<file path="config.mk">
export PLATFORM = sky130hd
export DESIGN_NAME = tnn_neuron_seq
export DESIGN_NICKNAME = d
export VERILOG_FILES = /design/src/rtl/tnn_pkg.sv /design/src/rtl/tnn_acc_signed.sv /design/src/rtl/tnn_neuron_seq.sv
export SDC_FILE = /design/constraint.sdc
export NUM_CORES = 1
export LEC_CHECK = 0
export ABC_AREA = 1
export ABC_CLOCK_PERIOD_IN_PS = 2860
export CAP_MARGIN = 30
export CORE_AREA = 2 2 59 61
export DETAILED_ROUTE_END_ITERATION = 10
export DIE_AREA = 0 0 61 63
export GPL_TIMING_DRIVEN = 0
export PLACE_DENSITY_LB_ADDON = 0.3
export SLEW_MARGIN = 0
export SYNTH_ARGS = -nofsm -noshare
export SYNTH_HDL_FRONTEND = slang
export SYNTH_HIERARCHICAL = 1
export SYNTH_SLANG_ARGS = --single-unit
export TNS_END_PERCENT = 10
</file>
<file path="constraint.sdc">
create_clock -name clk -period 2.86 [get_ports clk]
set_input_delay 0.429 -clock clk [delete_from_list [all_inputs] [get_ports clk]]
set_output_delay 0.429 -clock clk [all_outputs]
set_load 0.01 [all_outputs]
</file>
<file path="src/rtl/tnn_pkg.sv">
// Shared types and sizing helpers for the ternary neuron datapath.
package tnn_pkg;

  typedef enum logic [1:0] {
    IDLE,
    ACC,
    DONE
  } state_t;

  // Wide enough for N_POS*(2^W-1) and -N_NEG*(2^W-1) without overflow.
  function automatic int acc_width(input int w, input int n_pos, input int n_neg);
    return w + $clog2(n_pos + n_neg) + 1;
  endfunction

endpackage

</file>
<file path="src/rtl/tnn_acc_signed.sv">
// Signed accumulator: clears, adds or subtracts one unsigned W-bit operand per cycle.
module tnn_acc_signed #(
  parameter int W  = 2,
  parameter int AW = 6
) (
  input  logic                 clk,
  input  logic                 rst,
  input  logic                 clear,
  input  logic                 add_en,
  input  logic                 sub_en,
  input  logic [W-1:0]         operand,
  output logic signed [AW-1:0] acc
);

  logic signed [AW-1:0] operand_ext;

  always_comb begin
    operand_ext = $signed({{(AW-W){1'b0}}, operand});
  end

  always_ff @(posedge clk or posedge rst) begin
    if (rst) begin
      acc <= '0;
    end else if (clear) begin
      acc <= '0;
    end else if (add_en) begin
      acc <= acc + operand_ext;
    end else if (sub_en) begin
      acc <= acc - operand_ext;
    end
  end

endmodule

</file>
<file path="src/rtl/tnn_neuron_seq.sv">
// Sequential ternary neuron: out_bit = sum(pos) > sum(neg), one channel per cycle.
// Define TNN_TIEBREAK_EN to resolve ties with the captured in_tie bit.
module tnn_neuron_seq
  import tnn_pkg::*;
#(
  parameter int N_POS = 3,
  parameter int N_NEG = 4,
  parameter int W     = 2
) (
  input  logic             clk,
  input  logic             rst,
  input  logic             in_valid,
  output logic             in_ready,
  input  logic [N_POS*W-1:0] in_pos,
  input  logic [N_NEG*W-1:0] in_neg,
  input  logic             in_tie,
  output logic             out_valid,
  input  logic             out_ready,
  output logic             out_bit
);

  localparam int AW   = acc_width(W, N_POS, N_NEG);
  localparam int N_CH = N_POS + N_NEG;
  localparam int CW   = $clog2(N_CH + 1);

  state_t               state_q, state_d;
  logic                 armed_q;
  logic [CW-1:0]        cnt_q;
  logic [N_POS*W-1:0]   pos_q;
  logic [N_NEG*W-1:0]   neg_q;
  logic                 out_bit_q;
  logic                 accept, add_en, sub_en, resolve;
  logic                 tie_val, decision;
  logic [W-1:0]         operand;
  logic signed [AW-1:0] acc;

  assign accept = in_valid && in_ready;

`ifdef TNN_TIEBREAK_EN
  logic tie_q;

  always_ff @(posedge clk or posedge rst) begin
    if (rst) begin
      tie_q <= 1'b0;
    end else if (accept) begin
      tie_q <= in_tie;
    end
  end

  assign tie_val = tie_q;
`else
  logic unused_tie;

  assign unused_tie = in_tie;
  assign tie_val    = 1'b0;
`endif

  always_ff @(posedge clk or posedge rst) begin
    if (rst) begin
      state_q <= IDLE;
    end else begin
      state_q <= state_d;
    end
  end

  // ACC spends N_CH cycles applying channels, then one more edge registers the decision.
  always_comb begin
    state_d = state_q;
    case (state_q)
      IDLE:    if (accept) state_d = ACC;
      ACC:     if (resolve) state_d = DONE;
      DONE:    if (out_ready) state_d = IDLE;
      default: state_d = IDLE;
    endcase
  end

  // armed_q blocks acceptance on the first edge after reset release.
  always_comb begin
    in_ready  = (state_q == IDLE) && armed_q;
    out_valid = (state_q == DONE);
    out_bit   = out_bit_q;
  end

  always_ff @(posedge clk or posedge rst) begin
    if (rst) begin
      armed_q   <= 1'b0;
      cnt_q     <= '0;
      pos_q     <= '0;
      neg_q     <= '0;
      out_bit_q <= 1'b0;
    end else begin
      armed_q <= 1'b1;
      if (accept) begin
        pos_q <= in_pos;
        neg_q <= in_neg;
        cnt_q <= '0;
      end else if (add_en || sub_en) begin
        cnt_q <= cnt_q + 1'b1;
      end
      if (resolve) begin
        out_bit_q <= decision;
      end
    end
  end

  always_comb begin
    add_en  = (state_q == ACC) && (cnt_q < CW'(N_POS));
    sub_en  = (state_q == ACC) && (cnt_q >= CW'(N_POS)) && (cnt_q < CW'(N_CH));
    resolve = (state_q == ACC) && (cnt_q == CW'(N_CH));
  end

  always_comb begin
    operand = '0;
    for (int unsigned k = 0; k < N_POS; k++) begin
      if (cnt_q == CW'(k)) operand = pos_q[k*W +: W];
    end
    for (int unsigned k = 0; k < N_NEG; k++) begin
      if (cnt_q == CW'(N_POS + k)) operand = neg_q[k*W +: W];
    end
  end

  always_comb begin
    if (acc == '0) begin
      decision = tie_val;
    end else begin
      decision = ~acc[AW-1];
    end
  end

  tnn_acc_signed #(
    .W  (W),
    .AW (AW)
  ) u_acc (
    .clk     (clk),
    .rst     (rst),
    .clear   (accept),
    .add_en  (add_en),
    .sub_en  (sub_en),
    .operand (operand),
    .acc     (acc)
  );

endmodule
</file>
# Word-level counts from Yosys, hierarchy flattened
# Index checks and enable logic that the tools add are counted.
[totals] inputBits=19 regBits=27
[op_classes] bitwise=1 n_eq_ne=12 n_reduce_logical=13 addsub=3 muxes=17 order_cmp=3
[ops] op="two-way mux 2 bit" n=10
[ops] op="two-way mux 6 bit" n=3
[ops] op="equality test 3 bit (second input constant)" n=4
[ops] op="adder 6 x 3 -> 6 bit" n=1
[ops] op="equality test 3 x 2 -> 1 bit (second input constant)" n=2
[ops] op="logical AND 1 bit" n=6
[ops] op="logical NOT 6 bit" n=1
[ops] op="two-way mux 3 bit" n=2
[ops] op="case mux 2 bit (3 select lines)" n=1
[ops] op="subtractor 6 x 3 -> 6 bit" n=1
[ops] op="inequality test 2 bit (second input constant)" n=2
[ops] op="adder 3 x 1 -> 3 bit (second input constant)" n=1
[ops] op="equality test 3 x 1 -> 1 bit (second input constant)" n=1
[ops] op="greater-or-equal comparator 3 x 2 -> 1 bit (second input constant)" n=1
[ops] op="logical NOT 3 bit" n=1
[ops] op="< comparator 3 x 2 -> 1 bit (second input constant)" n=1
[ops] op="< comparator 3 bit (second input constant)" n=1
[ops] op="AND reduction 3 bit" n=1
[ops] op="nonzero test 3 bit" n=1
[ops] op="equality test 2 x 1 -> 1 bit (second input constant)" n=1
[ops] op="equality test 2 bit (second input constant)" n=1
[ops] op="logical NOT 2 bit" n=1
[ops] op="inequality test 2 x 1 -> 1 bit (second input constant)" n=1
[ops] op="nonzero test 2 bit" n=1
[ops] op="3 further kinds" n=3

# Depth between registers and ports, before layout
[logic_depth] depth_word=12 mapped_depth=24 ltp_nobuf=24

# Cells and area by module
# Netlist, hierarchy kept.
[by_module_without_submodules] module="tnn_neuron_seq" instances=1 area_each_um2=1172.4 cells_each=155
[by_module_without_submodules] module="tnn_acc_signed" instances=1 area_each_um2=490.5 cells_each=67

# Least setup slack after synthesis
# Ideal clock, no wire load.
[synth_path] path_kind="reg-to-reg" from="register cnt_q[0]" to="register u_acc.acc[4]" required_ps=2739 setup_time_ps=121 path_stages_with_launch=22 path_slack_ps=241 arrival_time_ps=2498 cell_sequence="dfrtp_1 -> inv_1 -> ha_1 -> nand2_1 -> o21ai_0 -> inv_1 -> nand2_1 -> nand2_1 -> nand2_1 -> nand2_1 -> nand2_1 -> inv_1 -> ha_1 -> nor2_1 -> a21oi_1 -> fa_1 -> nand2_1 -> nand2_1 -> a21oi_1 -> nand2_1 -> nand2_1 -> o21ai_1"
[synth_between] elab_chain_cells=12 elab_cells_between_ends=26 classes_between="add/sub (2); order compare (3); eq/ne (6); mux (10); reduce/logical (5)"
[synth_lines] element="start, declared" line="tnn_neuron_seq.sv:28" text="logic [CW-1:0] cnt_q;"
[synth_lines] element="start signal, assigned" line="tnn_neuron_seq.sv:98" text="cnt_q <= cnt_q + 1'b1;"
[synth_lines] element="logical NOT 3 bit" line="tnn_neuron_seq.sv:115" text="if (cnt_q == CW'(k)) operand = pos_q[k*W +: W];"
[synth_lines] element="two-way mux 2 bit (3 in series)" line="tnn_neuron_seq.sv:115"
[synth_lines] element="two-way mux 2 bit (3 in series)" line="tnn_neuron_seq.sv:118" text="if (cnt_q == CW'(N_POS + k)) operand = neg_q[k*W +: W];"
[synth_lines] element="two-way mux 2 bit (*)" line="tnn_neuron_seq.sv:118"
[synth_lines] element="net operand[0]" line="tnn_neuron_seq.sv:34" text="logic [W-1:0] operand;"
[synth_lines] element="subtractor 6 x 3 -> 6 bit" line="tnn_acc_signed.sv:29" text="acc <= acc - operand_ext;"
[synth_lines] element="two-way mux 6 bit" line="tnn_acc_signed.sv:28" text="end else if (sub_en) begin"
[synth_lines] element="two-way mux 6 bit (*)" line="tnn_acc_signed.sv:26" text="end else if (add_en) begin"
[synth_lines] element="two-way mux 6 bit (*)" line="tnn_acc_signed.sv:24" text="end else if (clear) begin"
[synth_lines] element="end signal, assigned" line="tnn_acc_signed.sv:27" text="acc <= acc + operand_ext;"
[synth_lines] element="end signal, assigned" line="tnn_acc_signed.sv:29"
[synth_lines] element="end, declared" line="tnn_acc_signed.sv:12" text="output logic signed [AW-1:0] acc"
# The timed path passes the listed nets; every way through them passes the cells marked *. The select of a mux whose other input is x is not followed.
# A chain may end at the register's enable or synchronous reset.

# Final worst setup path
# Ends and elaborated chain as after synthesis.

==> reports/results.txt <==
Hold/Removal Path Class - in2async
layout filler cell count - 287
final worst slack - 0.0502 ns
max_slew headroom - 0.465
Vias per Instance - 4.74
Initial Util - 0.515
vias in the first global route - 1,392
fin util - 0.666
delay-heaviest family, CP - adder cells
critical path capture point type - flip-flop
Max Buffers Root-to-Sink - 2
Hold Buf Count CTS - 0
WL final - 3400 um
Nets - 288
core area - 0.00323 sq mm
final hold slack - 0.299 ns
DRC errors left - 0
period utilisation layout - 0.982
worst skew pair latency - 0.35 ns
initial antenna violation count - 0
clock root buffer - clkbuf_4
top cells by count, synth - nand2_1 (86), inv_1 (29), dfrtp_1 (27)
final slew viol count - 0
worst slew pin tran - 0.801 ns
CTS tree - done
Leak - 1.08 nW
Worst VDD drop - 0.000733 V
CP max stage delay - 0.50 ns
max layer used - met4
Final Hold Viols - 0
sequential-to-total area share from yosys stat - 0.406
routed len/inst - 11.3 um
reg-to-reg startpoint - cnt_q[0]
Worst-path clk slew - 0.16 ns
Buf/Inv on CP - 4
WL met2 - 1720 um
data required time of the worst path - 3.10 ns
PwrDens - 1350 mW/mm^2
CP Class - reg2reg
syn avg cell area - 7.49 sq um
ys flop type - dfrtp_1
# placed instances - 288
share of flip-flops with an asynchronous set or reset - 1.00
dpl ws - -0.102 ns
Die ar. - 0.00384 sq mm
maximum capacitance violations - 0
largest net degree at the start of global routing - 22
Clock Sinks - 27
io pins - 22
count leader, synth - nand2_1
synth top area cells - dfrtp_1 (41%), nand2_1 (19%), ha_1 (9.0%), inv_1 (6.5%), nor2_1 (4.1%)
clk_skew - 0.0193 ns
most frequent CP cell - nand2_1
met3 WL - 79 um
Finish-stage setup viols - 0
Layout Cells excl Fill - 301
Fmax - 0.356 GHz
CP startpoint - cnt_q[0]
layout cells sized above 1 - 0.216
DRT Pass-1 Iters - 4
Num CTS Buffers - 3
syn_nets - 254
Chip Height - 63 um
Final min period - 2.81 ns
htree depth - 1
Yosys reg bits - 27
critical path arrival - 3.05 ns
setup TNS - 0 ns
Post-synth EDFFs - 0
synthesized instance count - 222
distinct cell type count after synthesis - 25
row count - 21
remaining antenna violation count - 0
met1 wire length - 1560 um
post-synth top area share - 0.406
GRT Total Usage - 0.190
Mapped Area - 0.00166 sq mm
GRT overflow - 0
RSZ-0062 raised after global routing - true
DRT iter0 DRCs - 65
vias - 1,427
Die X - 61 um
post-synth top area cell - dfrtp_1
Buffers on Ports - 20
Worst Path Max Fanout - 4
first-pass GRT wire length - 5630 um
status - complete, no violations
Synthesis Warnings - 6
Area Growth Syn to Fin - 29.3%
worst-path cell chain - buf_6, ha_4, ha_4, inv_2, o21ai_2, inv_1, nand2_1, nand2_1, nand2_1, nand2_1, nand2_1, inv_2, ha_4, nor2_4, a21oi_2, fa_2, nand2_2, nand2_2, a21oi_2, nand2_1, nand2_1, o21ai_1
GPL Wtd Cong - 0.830
Antenna diodes - 0
Slowest cell on crit path - dfrtp_2
crit start category - flip-flop
Post-DP HPWL - 2360 um
[cell families after synthesis]
group | synth area share
simple gates | 0.311
other cells | 0.00226
fa+ha+maj | 0.102
buf+inv | 0.0873
compound gates | 0.0910
flops | 0.406
[layout make-up]
class                      count  area, sq um  share of cell area
multi-input combinational    161          963               0.448
sequential                    27          678               0.315
timing repair buffer          29          272               0.126
inverter                      31          123              0.0570
tap                           46         57.6              0.0268
buffer                         3         27.5              0.0128
clock buffer                   3         22.5              0.0105
clock inverter                 1         7.51             0.00349
[layout by cell type (no fill, tap or decap), types with 8 or more instances in the layout]
cell type / n
inv_1: 22
nand3_1: 12
clkdlybuf4s50_1: 20
nor2_1: 15
nand2_1: 83
buf_4: 8
dfrtp_1: 25
[through the flow]
| step | cell area (sq um) | power, W |
|---|---|---|
| floorplan | 1660 | 0.00194 |
| global placement | 1920 | 0.00221 |
| detailed placement | 1920 | 0.00227 |
| CTS | 1990 | 0.00251 |
| global route | 2150 | 0.00325 |
| finish | 2150 | 0.00290 |
[metal layers]
layer,vias up,GRT usage
met5,-,0
met4,0,0.0408
met3,4,0.0435
met2,13,0.321
met1,651,0.244
li1,759,-
[path summary, 6_finish.rpt]
kind	to	slack, ns	cells past startpoint
worst max-delay path	u_acc/acc[4]	0.05	22
worst min-delay path	u_acc/acc[5]	0.30	2
worst max register to register	u_acc/acc[4]	0.05	22
worst min register to register	neg_q[5]	0.50	2
max in group asynchronous	cnt_q[1]	1.78	2
min in group clk	neg_q[5]	0.50	2
[flip-flops by register name, summed over array words and instances (netlist names)]
signal	flops
state_q	2
pos_q	6
neg_q	8
armed_q	1
out_bit	1
cnt_q	3
u_acc/acc	6
[where the power goes]
group	leakage [nW]	switching [W]	total, W	internal (W)
clock network	0.0139	0.000121	0.000175	0.0000538
registers	0.331	0.000150	0.000725	0.000574
logic	0.739	0.00111	0.00200	0.000891
[timing repair]
action / 4_1_cts / 5_1_grt
setup endpoints to repair: 3 / 5
setup buffers: 2 / 7
resized for setup: 9 / 29
pin swaps: 1 / 18
Note: power is estimated with default switching activity, not from simulation.
